File: src/rtl/div_sched_pkg.sv
// Shared definitions for the approximate-divider scheduler.
//   state_t  : controller states (IDLE, SETTLE, HOLD)
//   DZ_QUOT  : quotient reported for a zero divisor (all ones, truncated by user)
//   ovf_chk  : exact quotient-overflow test on the upper dividend half
package div_sched_pkg;

  typedef enum logic [1:0] {
    IDLE   = 2'd0,
    SETTLE = 2'd1,
    HOLD   = 2'd2
  } state_t;

  // Widest divisor supported by the shared helpers below.
  localparam int MAX_D_W = 32;

  localparam logic [MAX_D_W-1:0] DZ_QUOT = '1;

  // The true quotient needs more than D_W bits exactly when the upper half of
  // the dividend is not smaller than the divisor. A zero divisor is reported
  // through the divide-by-zero flag instead, so it never flags overflow.
  function automatic logic ovf_chk(input logic [MAX_D_W-1:0] n_hi,
                                   input logic [MAX_D_W-1:0] d);
    return (d != '0) && (n_hi >= d);
  endfunction

endpackage

File: src/rtl/rr_arb2.sv
// Two-port round-robin arbiter.
//   clk, rst_n : clock, synchronous active-low reset
//   req[1:0]   : request lines
//   advance    : a grant was consumed this cycle; rotate priority
//   grant[1:0] : one-hot grant (all zero when nothing requests)
module rr_arb2 (
  input  logic       clk,
  input  logic       rst_n,
  input  logic [1:0] req,
  input  logic       advance,
  output logic [1:0] grant
);

  // Port that wins a tie; starts at port 0 after reset.
  logic prio;

  always_comb begin
    grant = 2'b00;
    case (req)
      2'b01:   grant = 2'b01;
      2'b10:   grant = 2'b10;
      2'b11:   grant = prio ? 2'b10 : 2'b01;
      default: grant = 2'b00;
    endcase
  end

  // After granting port 0 the other port gets the tie, and vice versa.
  always_ff @(posedge clk) begin
    if (!rst_n) begin
      prio <= 1'b0;
    end else if (advance && (grant != 2'b00)) begin
      prio <= grant[0];
    end
  end

endmodule

File: src/rtl/approx_div_sched.sv
// Sequencing/arbitration controller for one shared combinational N_W/D_W
// array divider (exact or approximate).
//   clk, rst_n           : clock, synchronous active-low reset
//   req0_* / req1_*      : two valid/ready request ports (dividend n, divisor d)
//   rsp_*                : result with requester id, q, r, divide-by-zero and
//                          quotient-overflow flags; held until rsp_ready
//   div_n/div_d          : operands driven to the external array
//   div_q/div_r          : array results, captured after SETTLE_CYCLES
//   busy                 : controller is not idle
module approx_div_sched
  import div_sched_pkg::*;
#(
  parameter int SETTLE_CYCLES = 2,
  parameter int N_W           = 16,
  parameter int D_W           = 8
) (
  input  logic           clk,
  input  logic           rst_n,
  input  logic           req0_valid,
  output logic           req0_ready,
  input  logic [N_W-1:0] req0_n,
  input  logic [D_W-1:0] req0_d,
  input  logic           req1_valid,
  output logic           req1_ready,
  input  logic [N_W-1:0] req1_n,
  input  logic [D_W-1:0] req1_d,
  output logic           rsp_valid,
  input  logic           rsp_ready,
  output logic           rsp_id,
  output logic [D_W-1:0] rsp_q,
  output logic [D_W-1:0] rsp_r,
  output logic           rsp_dz,
  output logic           rsp_ovf,
  output logic [N_W-1:0] div_n,
  output logic [D_W-1:0] div_d,
  input  logic [D_W-1:0] div_q,
  input  logic [D_W-1:0] div_r,
  output logic           busy
);

  localparam int CNT_W = (SETTLE_CYCLES > 1) ? $clog2(SETTLE_CYCLES) : 1;

  state_t         state, state_nxt;
  logic [1:0]     req_vec;
  logic [1:0]     grant;
  logic           accept;
  logic           capture;
  logic [N_W-1:0] sel_n;
  logic [D_W-1:0] sel_d;

  logic [N_W-1:0] n_p0;
  logic [D_W-1:0] d_p0;
  logic [CNT_W-1:0] cnt_p0;

  assign req_vec = {req1_valid, req0_valid};

  rr_arb2 u_arb (
    .clk     (clk),
    .rst_n   (rst_n),
    .req     (req_vec),
    .advance (accept),
    .grant   (grant)
  );

  // Operands of the port the arbiter currently favours.
  assign sel_n = grant[1] ? req1_n : req0_n;
  assign sel_d = grant[1] ? req1_d : req0_d;

  always_ff @(posedge clk) begin
    if (!rst_n) begin
      state <= IDLE;
    end else begin
      state <= state_nxt;
    end
  end

  // Ready is gated by reset so nothing appears accepted while in reset.
  always_comb begin
    state_nxt  = state;
    req0_ready = 1'b0;
    req1_ready = 1'b0;
    accept     = 1'b0;
    capture    = 1'b0;
    unique case (state)
      IDLE: begin
        req0_ready = grant[0] & rst_n;
        req1_ready = grant[1] & rst_n;
        accept     = (grant != 2'b00);
        if (accept) begin
          state_nxt = (sel_d == '0) ? HOLD : SETTLE;
        end
      end
      SETTLE: begin
        if (cnt_p0 == '0) begin
          capture   = 1'b1;
          state_nxt = HOLD;
        end
      end
      HOLD: begin
        if (rsp_ready) begin
          state_nxt = IDLE;
        end
      end
      default: state_nxt = IDLE;
    endcase
  end

  assign rsp_valid = (state == HOLD);
  assign busy      = (state != IDLE);
  assign div_n     = n_p0;
  assign div_d     = d_p0;

  // Stage p0: operands registered at accept and held on the array until the
  // response is taken; the zero-divisor result is formed here directly.
  // Stage p1: array outputs captured into the response registers once the
  // settle counter expires.
  always_ff @(posedge clk) begin
    if (!rst_n) begin
      n_p0    <= '0;
      d_p0    <= '0;
      cnt_p0  <= '0;
      rsp_id  <= 1'b0;
      rsp_q   <= '0;
      rsp_r   <= '0;
      rsp_dz  <= 1'b0;
      rsp_ovf <= 1'b0;
    end else if (accept) begin
      n_p0   <= sel_n;
      d_p0   <= sel_d;
      rsp_id <= grant[1];
      cnt_p0 <= CNT_W'(SETTLE_CYCLES - 1);
      if (sel_d == '0) begin
        rsp_q   <= DZ_QUOT[D_W-1:0];
        rsp_r   <= sel_n[D_W-1:0];
        rsp_dz  <= 1'b1;
        rsp_ovf <= 1'b0;
      end
    end else if (state == SETTLE) begin
      if (capture) begin
        rsp_q   <= div_q;
        rsp_r   <= div_r;
        rsp_dz  <= 1'b0;
        rsp_ovf <= ovf_chk(MAX_D_W'(n_p0[N_W-1:D_W]), MAX_D_W'(d_p0));
      end else begin
        cnt_p0 <= cnt_p0 - 1'b1;
      end
    end
  end

endmodule
File: config.mk
export PLATFORM = sky130hd
export DESIGN_NAME = approx_div_sched
export DESIGN_NICKNAME = d
export VERILOG_FILES = /design/src/rtl/div_sched_pkg.sv /design/src/rtl/rr_arb2.sv /design/src/rtl/approx_div_sched.sv
export SDC_FILE = /design/constraint.sdc
export NUM_CORES = 1
export LEC_CHECK = 0
export ABC_AREA = 1
export BUFFER_PORTS_ARGS = -buffer_cell sky130_fd_sc_hd__buf_2
export CELL_PAD_IN_SITES_DETAIL_PLACEMENT = 1
export CELL_PAD_IN_SITES_GLOBAL_PLACEMENT = 2
export CORE_MARGIN = 1
export CORE_UTILIZATION = 25
export DETAILED_ROUTE_END_ITERATION = 8
export MAX_ROUTING_LAYER = met4
export PLACE_DENSITY = 0.93
export SYNTH_ARGS = -nofsm -noshare
export SYNTH_HDL_FRONTEND = slang
export SYNTH_SLANG_ARGS = --single-unit
File: constraint.sdc
create_clock -name clk -period 2.6 [get_ports clk]
set_clock_uncertainty 0.05 [all_clocks]
set_input_delay 0.65 -clock clk [delete_from_list [all_inputs] [get_ports clk]]
set_output_delay 0.65 -clock clk [all_outputs]
set_load 0.05 [all_outputs]
### Word level (Yosys, flattened, before mapping)

Cells that the tools add are included.

* output and inout bits: 47
* bits in registers: 47
* bits of input ports: 69

* magnitude comparators: 1
* reductions and logical operators: 12
* bitwise logic cells: 2
* $add $sub $neg: 1
* equal/unequal tests: 10
* multiplexer cells: 33

Operators with widths (number)
* $mux W8: 9
* $mux W1: 16
* $mux W16: 1
* $pmux W2 S3: 2
* $mux W2: 5
* $ge A8 B8 Y1: 1
* $logic_not A8 Y1: 1
* $reduce_bool A2 Y1: 4
* $reduce_bool A8 Y1: 1
* $eq A2 B2 Y1 const B: 3
* $ne A2 B2 Y1 const B: 3
* $reduce_and A3 Y1: 2
* $eq A2 B1 Y1 const B: 2
* $ne A2 B1 Y1 const B: 2
* $and A1 B1 Y1: 2
* $logic_and A1 B1 Y1: 2
* $logic_not A2 Y1: 1
* $reduce_and A2 Y1: 1
* $sub A1 B1 Y1 const B: 1

### Longest topological paths before layout

* depth after elaboration: 7
* gate-level depth with buffers: 12
* gate-level depth less buffers: 11

### Modules after synthesis

A second synthesis with hierarchy kept.

* cell total of the unflattened synthesis: 403
* area total of the unflattened synthesis: 2686.3 µm²

By module, submodules not included
* approx_div_sched: area each 2622.5 µm², times used 1, cells each 394
* rr_arb2: area each 63.8 µm², times used 1, cells each 9

### Least setup slack after synthesis

OpenSTA, ideal clock, no wires.

* path kind: input-to-output
* start: input req1_valid
* end: output req1_ready
* stages: 5
* arrival: 2.218 ns
* slack: -0.318 ns
* cell sequence: buf_6 > nand2_2 > buf_6 > clkbuf_1 > nor3_1

* cells in the longest elaborated chain, start to end: 4
* elaborated cells between the ends (all ways): 6
* classes of those cells: 3 x eq/ne; 2 x mux; 1 x bitwise

RTL lines
* start: declaration: RTL line approx_div_sched.sv:23 `input logic req1_valid,`
* $eq A2 B2 Y1 / $eq A2 B1 Y1 (equally long branches): RTL line rr_arb2.sv:19 `case (req)`
* $pmux W2 S3 (*): RTL line rr_arb2.sv:19
* $and A1 B1 Y1 (*): RTL line approx_div_sched.sv:87 `req1_ready = grant[1] & rst_n;`
* $mux W1 (*): RTL line approx_div_sched.sv:84 `unique case (state)`
* end: declaration: RTL line approx_div_sched.sv:24 `output logic req1_ready,`

Mark *: on every way between the ends. The rest lies on a longest branch, timed or not.

### Worst setup path in the final report

* start: register u_arb.prio
* end: output req1_ready

* cells in the longest elaborated chain, start to end: 4

RTL lines
* start: declaration: RTL line rr_arb2.sv:15 `logic prio;`
* start signal: assignment: RTL line rr_arb2.sv:32 `prio <= grant[0];`
* $mux W2: RTL line rr_arb2.sv:22 `2'b11: grant = prio ? 2'b10 : 2'b01;`
* $pmux W2 S3: RTL line rr_arb2.sv:19
* $and A1 B1 Y1: RTL line approx_div_sched.sv:87
* $mux W1: RTL line approx_div_sched.sv:84

No other way between the ends.

==> summary.md <==
| Metric | Value |
|---|---|
| Critical Path End Type | `output pin` |
| Drt initial violations | `45` |
| Final Hold Vio Count | `0` |
| Largest net degree at the start of global routing | `29` |
| Power Dens Cells | `702 nW/µm²` |
| Synth async-reset ratio | `0%` |
| CTS buffer count | `5` |
| DIE WIDTH | `103 µm` |
| Worst Hold Depth | `2` |
| Worst Hold Path EP | `div_n[1]$_SDFFE_PN0P_` |
| Top cell type by total area after synthesis | `dfxtp_1` |
| Port bufs | `115` |
| Critical Path RT | `1.90 ns` |
| R2R Setup Slk | `0.59 ns` |
| Post-DP HPWL | `6.46 mm` |
| Synth area leaders | `dfxtp_1 (37%), nand2_1 (16%), inv_1 (8.3%), nor2_1 (5.5%), nand3_1 (5.1%)` |
| Rows | `36` |
| Filler Cell Count | `1318` |
| Setup TNS Final | `0 ns` |
| Post-synth EDFFs | `0` |
| Worst Max-Slew Pin Slew | `0.582 ns` |
| CTS Buffer Depth | `2` |
| Routed Antenna Nets | `0` |
| Max-slew headroom | `61.1%` |
| Setup Buffers After CTS | `0` |
| Hold_ws | `0.419 ns` |
| CTS tree | `done` |
| Crit path DAT | `1.61 ns` |
| Synthesized area | `2540 µm²` |
| DR vias | `2730` |
| Peak supply drop | `0.000243 V` |
| Fin. max-slew vios | `0` |
| Area growth from synthesis to layout | `31.6%` |
| Non-Filler Instances | `621` |
| Critical Path Start Type | `register` |
| Syn avg cell area | `6.74 µm²` |
| CTS clk-pin slew, worst paths | `0.10 ns` |
| Commonest cells in the netlist | `nand2_1 (107), inv_1 (56), dfxtp_1 (47)` |
| DR DRC count | `0` |
| Die area | `10600 µm²` |
| Worst r2r dst | `rsp_q[0]$_SDFFE_PN0P_` |
| Worst r2r src | `u_arb.prio$_SDFFE_PN0P_` |
| Wirelength per Cell | `13.5 µm` |
| Max-cap violation count | `0` |
| Vias in the first global route | `2738` |
| Chip height | `103 µm` |
| H-tree levels | `2` |
| First-pass GRT wire length | `13.0 mm` |
| YS warnings | `0` |
| Initial antenna violation count | `0` |
| Status | `complete, no violations` |
| Pleak | `1.91 nW` |
| DRT Pass-1 Iters | `4` |
| Antenna Cells | `0` |
| Post-synth net total | `454` |
| Final period utilization | `88.9%` |
| Distinct cells, synth | `25` |
| Share of post-route cells with drive strength above 1 | `32.0%` |
| Final Cell Area | `3350 µm²` |
| Syn Inst Count | `377` |
| Register area share after synthesis | `37.0%` |
| Minimum clock period | `2.31 ns` |
| Worst skew pair latency | `0.31 ns` |
| Clk root buf | `clkbuf_8` |
| Synth Register Bits | `47` |
| Hold wc startpoint | `div_n[1]$_SDFFE_PN0P_` |
| Initial core utilization | `25.9%` |
| Gr ovfl total | `0` |
| Top Ports | `116` |
| Drt via density | `4.40` |
| Layout Nets | `564` |
| Most common cell in the netlist | `nand2_1` |
| F_max | `0.432 GHz` |
| Final Total Pwr | `2.35 mW` |
| Hold Path Class | `register to register` |
| Yosys top cell area share | `37.0%` |
| GP Congestion | `0.867` |
| RSZ-0062 raised after global routing | `no` |
| GRT Overall Usage | `16.5%` |
| Reg2Reg Depth | `10` |
| # hold bufs at CTS | `0` |
| Cts repair resizes | `0` |
| Worst Path Max Fanout | `13` |
| Clock Sinks | `47` |
| Setup violators final | `0` |
| Post-synth top flop | `dfxtp_1` |
| Cells after DPL | `613` |
| CORE AREA | `9820 µm²` |
| Worst Setup Path Type | `register to output pin` |
| Cell Area, Placed | `3230 µm²` |
| Final WL | `8.36 mm` |
==> worst max-delay path, cell delays in order (launching register included) <==
cell and delay (ns):
dfxtp_1 0.44, inv_1 0.08, nand2_2 0.09, nand2_2 0.19, nor3_2 0.20, buf_2 0.30
==> layout make-up <==
type	count	area, µm²	share of cell area [%]
Clock buffer	5	68.8	2.06
Clock inverter	3	43.8	1.31
Inverter	59	221	6.62
Tap cell	133	166	4.97
Multi-Input combinational cell	253	1280	38.4
Timing Repair Buffer	121	621	18.5
Sequential cell	47	941	28.1
==> worst max-delay path by stage <==
| stage | endpoint | startpoint | slack, ns |
|---|---|---|---|
| floorplan | req1_ready | req1_valid | 0.11 |
| global placement | state[1]$_SDFFE_PN0P_ | req1_valid | 0.23 |
| detailed placement | state[1]$_SDFFE_PN0P_ | req1_valid | 0.12 |
| CTS | req1_ready | u_arb.prio$_SDFFE_PN0P_ | 0.29 |
| global route | req1_ready | u_arb.prio$_SDFFE_PN0P_ | 0.22 |
| finish | req1_ready | u_arb.prio$_SDFFE_PN0P_ | 0.29 |
==> metal layers <==
metal | global-route usage [%] | share of wire (%) | vias up
met4 | 4.55 | 0.78 | 0
met1 | 18.1 | 44 | 1274
met2 | 30.8 | 52 | 55
met5 | - | 0 | -
li1 | - | - | 1397
met3 | 2.44 | 3.1 | 4
==> logic make-up after synthesis <==
group / count (synthesis) / share of synthesized area, %
flops: 47 / 37.0
fa+ha+maj: 8 / 3.94
compound gates: 53 / 13.5
buf+inv: 77 / 12.7
simple gates: 192 / 32.9
==> through the flow <==
stage | setup slack, ns | util (%)
3_5_place_dp | 0.121 | 32.9
4_1_cts | 0.290 | 34.1
6_report | 0.288 | 34.1
2_1_floorplan | 0.108 | -
3_3_place_gp | 0.225 | 32.9
5_1_grt | 0.219 | 34.1
==> state kept, by name (all words and copies together), names as in the netlist <==
name	count
cnt_p0	1
div_d	8
div_n	16
rsp_dz	1
rsp_id	1
rsp_ovf	1
rsp_q	8
rsp_r	8
state	2
u_arb.prio	1
==> placed cells by master, fill, tap and decap left out <==
cell	count
clkinv_4	1
nand2_2	8
inv_1	56
nand2_1	107
a31o_2	1
ha_1	8
nor3_1	4
nand3b_1	2
a211oi_1	8
buf_2	115
nor4_1	2
clkinv_2	1
nand3_1	26
inv_2	3
nor2_4	1
o21ai_2	1
buf_4	6
o21ai_0	11
clkbuf_8	5
nor2_1	37
o211ai_1	8
dfxtp_1	47
bufinv_16	1
a21oi_1	16
nand3_4	1
a21oi_2	8
nand2_4	3
nor3_2	1
==> where the power goes <==
part,internal [mW],switching [mW]
clock network,0.287,0.281
logic,0.252,0.651
registers,0.809,0.0676
total,1.35,0.999
(Power assumes the default switching activity.)
